$ cat src/rtl/lsu_seq_if.sv
// Request/response and word-RAM bus of the load/store sequencer.
// The master modport is the sequencer itself; slave is the CPU/RAM side.
interface lsu_seq_if #(
  parameter int ADDR_W = 12
);
  logic              req_valid;
  logic              req_ready;
  logic              req_we;
  logic [31:0]       req_addr;
  logic [1:0]        req_width;
  logic              req_extend;
  logic [31:0]       req_wd;
  logic              rsp_valid;
  logic [31:0]       rsp_rd;
  logic              rsp_misalign;
  logic [ADDR_W-1:0] mem_addr;
  logic              mem_re;
  logic              mem_we;
  logic [31:0]       mem_wd;
  logic [31:0]       mem_rd;

  modport master (
    input  req_valid, req_we, req_addr, req_width, req_extend, req_wd, mem_rd,
    output req_ready, rsp_valid, rsp_rd, rsp_misalign,
           mem_addr, mem_re, mem_we, mem_wd
  );

  modport slave (
    output req_valid, req_we, req_addr, req_width, req_extend, req_wd, mem_rd,
    input  req_ready, rsp_valid, rsp_rd, rsp_misalign,
           mem_addr, mem_re, mem_we, mem_wd
  );
endinterface

$ cat src/rtl/lsu_seq.sv
// Load/store sequencer driving a word RAM without byte enables (sub-word stores are read-modify-write).
// Optional misalignment trap: define LSU_MISALIGN_TRAP_EN.
module lsu_seq #(
  parameter int ADDR_W = 12
) (
  input  logic       clk,
  input  logic       rst,
  lsu_seq_if.master  bus
);

  typedef enum logic [2:0] {IDLE, RD, WAIT, WR, RESP} state_t;

  state_t            state;
  logic              we_q;
  logic              ext_q;
  logic [1:0]        width_q;
  logic [1:0]        lane_q;
  logic [15:0]       wd_q;
  logic              ready_q;
  logic              rsp_valid_q;
  logic              misalign_q;
  logic [31:0]       rsp_rd_q;
  logic [ADDR_W-1:0] addr_q;
  logic              re_q;
  logic              wstrobe_q;
  logic [31:0]       mem_wd_q;
  logic              misaligned;
  logic              unused_addr_bits;

  assign unused_addr_bits = ^bus.req_addr[31:ADDR_W+2];

`ifdef LSU_MISALIGN_TRAP_EN
  assign misaligned = ((bus.req_width == 2'b01) && bus.req_addr[0]) ||
                      (bus.req_width[1] && (bus.req_addr[1:0] != 2'b00));
`else
  assign misaligned = 1'b0;
`endif

  function automatic logic [31:0] load_sel(input logic [31:0] w, input logic [1:0] width,
                                           input logic [1:0] lane, input logic zext);
    logic [7:0]  b;
    logic [15:0] h;
    b = 8'(w >> {lane, 3'b000});
    h = 16'(w >> {lane[1], 4'b0000});
    case (width)
      2'b00:   load_sel = zext ? {24'h0, b} : {{24{b[7]}}, b};
      2'b01:   load_sel = zext ? {16'h0, h} : {{16{h[15]}}, h};
      default: load_sel = w;
    endcase
  endfunction

  // Only byte or half widths reach the merge; word stores bypass the read.
  function automatic logic [31:0] merge(input logic [31:0] w, input logic [1:0] width,
                                        input logic [1:0] lane, input logic [15:0] d);
    logic [31:0] mask;
    logic [31:0] data;
    if (width == 2'b00) begin
      mask = 32'h0000_00FF << {lane, 3'b000};
      data = {24'h0, d[7:0]} << {lane, 3'b000};
    end else begin
      mask = 32'h0000_FFFF << {lane[1], 4'b0000};
      data = {16'h0, d} << {lane[1], 4'b0000};
    end
    merge = (w & ~mask) | (data & mask);
  endfunction

  always_ff @(posedge clk) begin
    if (rst) begin
      state       <= IDLE;
      ready_q     <= 1'b1;
      rsp_valid_q <= 1'b0;
      rsp_rd_q    <= 32'h0;
      misalign_q  <= 1'b0;
      re_q        <= 1'b0;
      wstrobe_q   <= 1'b0;
      addr_q      <= '0;
      mem_wd_q    <= 32'h0;
      we_q        <= 1'b0;
      ext_q       <= 1'b0;
      width_q     <= 2'b00;
      lane_q      <= 2'b00;
      wd_q        <= 16'h0;
    end else begin
      case (state)
        IDLE: begin
          if (bus.req_valid) begin
            ready_q <= 1'b0;
            we_q    <= bus.req_we;
            ext_q   <= bus.req_extend;
            width_q <= bus.req_width;
            lane_q  <= bus.req_addr[1:0];
            wd_q    <= bus.req_wd[15:0];
            addr_q  <= bus.req_addr[ADDR_W+1:2];
            if (misaligned) begin
              state       <= RESP;
              rsp_valid_q <= 1'b1;
              misalign_q  <= 1'b1;
              rsp_rd_q    <= 32'h0;
            end else if (bus.req_we && bus.req_width[1]) begin
              state     <= WR;
              wstrobe_q <= 1'b1;
              mem_wd_q  <= bus.req_wd;
            end else begin
              state <= RD;
              re_q  <= 1'b1;
            end
          end
        end
        RD: begin
          re_q  <= 1'b0;
          state <= WAIT;
        end
        WAIT: begin
          if (we_q) begin
            mem_wd_q  <= merge(bus.mem_rd, width_q, lane_q, wd_q);
            wstrobe_q <= 1'b1;
            state     <= WR;
          end else begin
            rsp_rd_q    <= load_sel(bus.mem_rd, width_q, lane_q, ext_q);
            rsp_valid_q <= 1'b1;
            state       <= RESP;
          end
        end
        WR: begin
          wstrobe_q   <= 1'b0;
          rsp_valid_q <= 1'b1;
          rsp_rd_q    <= 32'h0;
          state       <= RESP;
        end
        RESP: begin
          rsp_valid_q <= 1'b0;
          misalign_q  <= 1'b0;
          ready_q     <= 1'b1;
          state       <= IDLE;
        end
        default: begin
          state   <= IDLE;
          ready_q <= 1'b1;
        end
      endcase
    end
  end

  assign bus.req_ready    = ready_q;
  assign bus.rsp_valid    = rsp_valid_q;
  assign bus.rsp_rd       = rsp_rd_q;
  assign bus.rsp_misalign = misalign_q;
  assign bus.mem_addr     = addr_q;
  assign bus.mem_re       = re_q;
  assign bus.mem_we       = wstrobe_q;
  assign bus.mem_wd       = mem_wd_q;

endmodule

$ cat src/flat_wrapper.sv
// flat-port wrapper written by rule: the top's interface ports become plain ports
module lsu_seq_flat 
#(
  parameter int ADDR_W = 12
)
  (clk, rst, bus_req_valid, bus_req_we, bus_req_addr, bus_req_width, bus_req_extend, bus_req_wd, bus_mem_rd, bus_req_ready, bus_rsp_valid, bus_rsp_rd, bus_rsp_misalign, bus_mem_addr, bus_mem_re, bus_mem_we, bus_mem_wd);
  lsu_seq_if #(.ADDR_W(ADDR_W)) bus_i ();
  input  logic clk;
  input  logic rst;
  input wire logic [$bits(bus_i.req_valid)-1:0] bus_req_valid;
  input wire logic [$bits(bus_i.req_we)-1:0] bus_req_we;
  input wire logic [$bits(bus_i.req_addr)-1:0] bus_req_addr;
  input wire logic [$bits(bus_i.req_width)-1:0] bus_req_width;
  input wire logic [$bits(bus_i.req_extend)-1:0] bus_req_extend;
  input wire logic [$bits(bus_i.req_wd)-1:0] bus_req_wd;
  input wire logic [$bits(bus_i.mem_rd)-1:0] bus_mem_rd;
  output wire logic [$bits(bus_i.req_ready)-1:0] bus_req_ready;
  output wire logic [$bits(bus_i.rsp_valid)-1:0] bus_rsp_valid;
  output wire logic [$bits(bus_i.rsp_rd)-1:0] bus_rsp_rd;
  output wire logic [$bits(bus_i.rsp_misalign)-1:0] bus_rsp_misalign;
  output wire logic [$bits(bus_i.mem_addr)-1:0] bus_mem_addr;
  output wire logic [$bits(bus_i.mem_re)-1:0] bus_mem_re;
  output wire logic [$bits(bus_i.mem_we)-1:0] bus_mem_we;
  output wire logic [$bits(bus_i.mem_wd)-1:0] bus_mem_wd;
  assign bus_i.req_valid = bus_req_valid;
  assign bus_i.req_we = bus_req_we;
  assign bus_i.req_addr = bus_req_addr;
  assign bus_i.req_width = bus_req_width;
  assign bus_i.req_extend = bus_req_extend;
  assign bus_i.req_wd = bus_req_wd;
  assign bus_i.mem_rd = bus_mem_rd;
  assign bus_req_ready = bus_i.req_ready;
  assign bus_rsp_valid = bus_i.rsp_valid;
  assign bus_rsp_rd = bus_i.rsp_rd;
  assign bus_rsp_misalign = bus_i.rsp_misalign;
  assign bus_mem_addr = bus_i.mem_addr;
  assign bus_mem_re = bus_i.mem_re;
  assign bus_mem_we = bus_i.mem_we;
  assign bus_mem_wd = bus_i.mem_wd;
  lsu_seq #(.ADDR_W(ADDR_W)) u_core (.clk(clk), .rst(rst), .bus(bus_i));
endmodule
$ cat config.mk
export PLATFORM = sky130hd
export DESIGN_NAME = lsu_seq_flat
export DESIGN_NICKNAME = d
export VERILOG_FILES = /design/src/rtl/lsu_seq_if.sv /design/src/rtl/lsu_seq.sv /design/src/flat_wrapper.sv
export SDC_FILE = /design/constraint.sdc
export NUM_CORES = 1
export LEC_CHECK = 0
export ABC_AREA = 1
export CAP_MARGIN = 20
export CORE_UTILIZATION = 27
export DETAILED_ROUTE_END_ITERATION = 16
export PLACE_DENSITY_LB_ADDON = 0.05
export SLEW_MARGIN = 20
export SYNTH_ARGS = -nofsm -noshare
export SYNTH_HDL_FRONTEND = slang
export SYNTH_SLANG_ARGS = --single-unit
$ cat constraint.sdc
create_clock -name clk -period 1.6 [get_ports clk]
set_input_delay 0.32 -clock clk [delete_from_list [all_inputs] [get_ports clk]]
set_output_delay 0.32 -clock clk [all_outputs]
set_load 0.1 [all_outputs]
# After elaboration in Yosys (flattened, before gate mapping)

Cells that the tools add are included.
W data, S select, Z words.

Bitwise gates (word level): 5
Mux-type cells: 32
Equality and inequality tests: 10
Reduce and logical (&&, ||, !) cells: 16
Shift-type cells: 6

Operators with widths:

| kind                    | count |
|---|---|
| $mux W32                | 14 |
| $pmux W32 S2            | 3 |
| $and A32 B32 Y32        | 2 |
| $not A32 Y32            | 1 |
| $or A32 B32 Y32         | 1 |
| $shl A16 B5 Y32         | 1 |
| $shl A16 B5 Y32 const A | 1 |
| $shl A8 B5 Y32          | 1 |
| $shl A8 B5 Y32 const A  | 1 |
| $shr A32 B5 Y16         | 1 |
| $shr A32 B5 Y8          | 1 |
| $pmux W3 S4             | 1 |
| $reduce_and A2 Y1       | 4 |
| $reduce_and A4 Y1       | 2 |
| $mux W1                 | 7 |
| $eq A3 B2 Y1 const B    | 2 |
| $mux W3                 | 2 |
| $ne A2 B2 Y1 const B    | 3 |
| $pmux W1 S3             | 2 |
| $reduce_bool A2 Y1      | 3 |
| $reduce_bool A3 Y1      | 2 |
| $ne A2 B1 Y1 const B    | 2 |
| $pmux W1 S2             | 2 |
| $eq A3 B1 Y1 const B    | 1 |
| other kinds (9)         | 9 |

Bits of input ports: 103
Bits in registers: 105
Logic and storage cells: 82
Output and inout bits: 81

# Depth between registers and ports, before layout

Depth after elaboration: 10
Gate-level depth with buffers: 11
Mapped depth without buffers: 9

# Worst setup path before layout

Ideal clock, no wire load.

Path type: flip-flop to flip-flop
From: register u_core.state[1]
To: register u_core.rsp_rd_q[13] (netlist: u_core.bus.rsp_rd[13])
Period minus slack after synthesis: 1.490 ns
Cell stages (with the launch flop): 10
Library setup time: 0.132 ns
Buffers on the path: 2
Path slack: 0.110 ns
Data arrival time: 1.358 ns
Data required time: 1.468 ns
Cell sequence: dfxtp_1 inv_2 nor3_4 nand2_2 nand2_2 inv_2 buf_2 buf_2 nand2_1 a21oi_1

Word-level cells in the longest chain between the ends: 3
Elaborated cells on any way between the ends: 6
Those cells by class: eq/ne: 3; mux: 1; reduce/logical: 2

Ends and longest elaborated chain:

| what                                                         | line           | RTL |
|---|---|---|
| start: declaration                                           | lsu_seq.sv:13  | `state_t state;` |
| start signal: assignment                                     | lsu_seq.sv:69  | `state <= IDLE;` |
| start signal: assignment                                     | lsu_seq.sv:95  | `state <= RESP;` |
| start signal: assignment                                     | lsu_seq.sv:100 | `state <= WR;` |
| $eq A3 B2 Y1                                                 | lsu_seq.sv:84  | `case (state)` |
| $ne A2 B2 Y1 (no line) or $reduce_bool A2 Y1 (tied branches) | n/a            |  |
| $reduce_and A2 Y1 (no line)                                  | n/a            |  |
| end signal: assignment                                       | lsu_seq.sv:119 | `rsp_rd_q <= load_sel(bus.mem_rd, width_q, lane_q, ext_q);` |
| end: declaration                                             | lsu_seq.sv:22  | `logic [31:0] rsp_rd_q;` |

Parallel ways exist; a longest one is shown, timed or not.
A chain may end at the register's enable or synchronous reset.

# Worst setup path in the final report

From: register u_core.state[0]
To: register u_core.mem_wd_q[21] (netlist: u_core.bus.mem_wd[21])

Word-level cells in the longest chain between the ends: 3
Elaborated cells on any way between the ends: 8
Those cells by class: eq/ne: 4; mux: 1; reduce/logical: 3

Ends and longest elaborated chain:

| what                                             | line           | RTL |
|---|---|---|
| $eq A3 B2 Y1 or $logic_not A3 Y1 (tied branches) | lsu_seq.sv:84  |  |
| $ne A2 B1 Y1 (no line) (tied with other cells)   | n/a            |  |
| $reduce_and A4 Y1 (no line)                      | n/a            |  |
| end signal: assignment                           | lsu_seq.sv:102 | `mem_wd_q <= bus.req_wd;` |
| end signal: assignment                           | lsu_seq.sv:115 | `mem_wd_q <= merge(bus.mem_rd, width_q, lane_q, wd_q);` |
| end: declaration                                 | lsu_seq.sv:26  | `logic [31:0] mem_wd_q;` |

Parallel ways exist; a longest one is shown, timed or not.

==> flow_metrics.env <==
export IMPL_status="finished with violations"
export IMPL_violations="negative setup slack"
export IMPL_swShare_pct=48.5
export IMPL_postRouteAntennaNets=0
export IMPL_comb_power_share_pct=59.9
export IMPL_min_path_type="in -> reg"
export IMPL_r2r_slack_ps=-60
export IMPL_drcViolationCount=0
export IMPL_clkTransAtPathRegs_ps=80
export IMPL_cp_start_kind="flop"
export IMPL_seq_area_frac_synth_pct=41.3
export IMPL_clock_fmax_mhz=604
export IMPL_hold_end="u_core.width_q[0]$_SDFFE_PP0P_"
export IMPL_cts_buffer_depth=2
export IMPL_grt_pass1_vias=5845
export IMPL_hold_path_depth=4
export IMPL_pin_count=184
export IMPL_drtIter0Drc=303
export IMPL_dpl_hpwl_um=15800
export IMPL_leakage_nw=3.84
export IMPL_post_drt_wl_per_cell_um=16.9
export IMPL_worstPathArrival_ps=1960
export IMPL_skew_ps=10.6
export IMPL_cp_required_ps=1900
export IMPL_min_from="rst"
export IMPL_cts_tree="yes"
export IMPL_report_power_total_mw=14.6
export IMPL_grt_remaining_overflow=0
export IMPL_syn_area_mm2=0.00509
export IMPL_drt_total_wl_um=20800
export IMPL_hold_violations=0
export IMPL_p_int_mw=7.54
export IMPL_grt_max_degree=59
export IMPL_rsz0062_at_grt="yes"
export IMPL_seqPwrFrac_pct=25.3
export IMPL_timing_rr_start="u_core.state[0]$_SDFFE_PP0P_"
export IMPL_die_x_um=139
export IMPL_synthCells=768
export IMPL_cts_htree_levels=3
export IMPL_synth_seq_cells=105
export IMPL_cp_max_fo=6
export IMPL_avgViaCountPerCell=4.80
export IMPL_maxCapViolCount=0
export IMPL_numCtsBuffers=9
export IMPL_reg2reg_depth=9
export IMPL_timing_hold_ws_ps=359
export IMPL_grt_pass1_wl_um=31600
export IMPL_die_h_um=139
export IMPL_antenna_found_initial=1
export IMPL_fin_ws_ps=-55.3
export IMPL_row_count=49
export IMPL_path_class="reg -> reg"
export IMPL_track_usage_pct=21.2
export IMPL_worstSetupEndpointType="flop"
export IMPL_nets=1100
export IMPL_num_vias=5912
export IMPL_finalCriticalPeriod_ps=1660
export IMPL_synth_avg_cell_area_um2=6.63
export IMPL_yosysWarnings=0
export IMPL_drive_gt1_share_pct=26.8
export IMPL_routabilityCongestion=0.865
export IMPL_timing_final_crit_share_pct=103
export IMPL_die_area_mm2=0.0194
export IMPL_core_mm2=0.0182
export IMPL_drv_slew=0
export IMPL_power_switching_mw=7.09
export IMPL_io_buffers=164
export IMPL_clk_insertion_delay_late_ps=360
export IMPL_r2r_end="u_core.bus.mem_wd[21]$_SDFFE_PP0P_"
export IMPL_p_per_area_mw_per_mm2=1620
export IMPL_setup_viol=17
export IMPL_clock_sinks=105
export IMPL_power_frac_clock_pct=14.7
export IMPL_start_util_pct=28.0
export IMPL_ir_drop_mv=0.970
export IMPL_syn_to_final_growth_pct=77.3
export IMPL_root_buffer="clkbuf_16"
export IMPL_synth_cell_type_count=28
export IMPL_syn_nets=871
export IMPL_dr_pass1_iters=5
==> synth_stat cells (all sizes together) <==
master / n / area share, %
inv: 63 / 4.6
conb: 1 / 0.074
a31oi: 3 / 0.37
buf: 21 / 2.5
o211ai: 3 / 0.44
dfxtp: 105 / 41
nand3: 31 / 3.4
nor3: 3 / 0.52
nor2: 134 / 10
a211oi: 15 / 2.2
o22ai: 9 / 1.1
clkbuf: 25 / 1.8
o21ai: 97 / 9.5
nand2: 157 / 12
nand4: 1 / 0.12
or2: 6 / 0.74
a21oi: 94 / 9.5
==> power by group through the flow <==
stage / Clock (mW) / Combinational, mW / Sequential [mW]
floorplan: 0 / 2.13 / 6.37
global placement: 0 / 8.15 / 3.72
detailed placement: 0 / 8.18 / 3.72
CTS: 2.24 / 8.23 / 3.68
global route: 2.35 / 9.26 / 3.78
finish: 2.16 / 8.77 / 3.71
==> layout make-up <==
type | instances | area (um2)
fill | 1811 | 9180
timing repair buffer | 263 | 3380
multi-input combinational | 555 | 2730
sequential | 105 | 2110
tap | 229 | 287
inverter | 63 | 241
clock buffer | 9 | 225
clock inverter | 7 | 51.3
antenna | 1 | 2.50
==> routing by layer <==
| layer | part of all wire (%) | global-route usage (%) |
|---|---|---|
| met1 | 45 | 27.5 |
| met2 | 47 | 34.3 |
| met3 | 6.1 | 6.02 |
| met4 | 1.9 | 5.85 |
| met5 | 0 | 0 |
==> flip-flops by register name (all words and copies together) (netlist names) <==
register / flops
u_core.bus.mem_wd: 32
u_core.bus.rsp_rd: 32
u_core.wd_q: 16
u_core.bus.mem_addr: 12
u_core.state: 3
u_core.lane_q: 2
u_core.width_q: 2
u_core.bus.mem_re: 1
u_core.bus.mem_we: 1
u_core.bus.req_ready: 1
u_core.bus.rsp_valid: 1
u_core.ext_q: 1
u_core.we_q: 1
==> worst max path at each step <==
stage,slack [ps],cells after the start,start,endpoint
after CTS,-30,6,u_core.state[0]$_SDFFE_PP0P_,u_core.bus.mem_wd[13]$_SDFFE_PP0P_
final,-60,9,u_core.state[0]$_SDFFE_PP0P_,u_core.bus.mem_wd[21]$_SDFFE_PP0P_
after detailed placement,-240,9,bus_req_width[1],u_core.bus.mem_wd[16]$_SDFFE_PP0P_
after global routing,-130,9,u_core.state[0]$_SDFFE_PP0P_,u_core.bus.mem_wd[31]$_SDFFE_PP0P_
after floorplan,110,9,u_core.state[1]$_SDFFE_PP0P_,u_core.bus.rsp_rd[13]$_SDFFE_PP0P_
after global placement,-210,9,bus_req_width[1],u_core.bus.mem_wd[21]$_SDFFE_PP0P_
==> per-stage QoR <==
stage / instance area [um2] / util [%] / TNS (ps) / instances / worst slack [ps]
after floorplan: 5090 / - / 0 / 768 / 110
after global placement: 8330 / 45.8 / -10370 / 1203 / -213
after detailed placement: 8330 / 45.8 / -11810 / 1203 / -244
after CTS: 8630 / 47.4 / -32.2 / 1219 / -32.2
after global routing: 9030 / 49.6 / -2680 / 1232 / -129
final: 9030 / 49.6 / -593 / 1232 / -55.3
==> kinds of logic after synthesis <==
kind of cell / share of synthesized area, %
flops: 41.3
simple gates: 26.6
other cells: 0.0736
compound gates: 23.1
buf+inv: 8.94
==> critical path, stage by stage, from the launching register on <==
cell	delay [ps]
dfxtp_4	360
nor3_4	270
inv_2	110
buf_12	140
a21oi_4	160
buf_12	160
buf_12	130
buf_8	110
o21ai_1	50
nor2_1	100
==> cell usage in the layout, fill, tap and decap left out, types with 2 or more instances in the layout <==
cell type	Yosys	layout
nor2_1	132	117
o22ai_1	9	7
o211ai_1	3	3
o22ai_2	0	2
inv_2	8	6
o21ai_2	0	12
nand2_4	0	6
nand2_1	151	144
clkinvlp_4	0	2
buf_8	0	2
o21ai_1	19	24
buf_6	1	2
nand3_1	29	28
a21oi_2	0	2
o21ai_0	78	61
or2_2	6	6
nand2_2	6	7
dfxtp_1	105	101
inv_4	0	2
a211oi_1	15	12
buf_4	6	82
inv_6	0	3
nor2_2	2	15
nor2_4	0	2
nand3_2	1	3
nor3_1	2	2
a31oi_1	3	3
a21oi_1	93	91
clkinv_2	0	2
clkdlybuf4s50_1	0	83
a211oi_2	0	3
clkbuf_16	0	12
dfxtp_4	0	3
inv_1	55	55
buf_12	0	90
==> timing repair <==
| item | 4_1_cts | 5_1_grt |
|---|---|---|
| buffers inserted | 0 | 8 |
| hold buffers | 0 | 0 |
| pin swaps | 0 | 16 |
| resized for setup | 13 | 78 |
| gates cloned | 0 | 4 |
| setup endpoints to repair | 42 | 65 |
No activity file was read; power rests on OpenSTA's default activity.
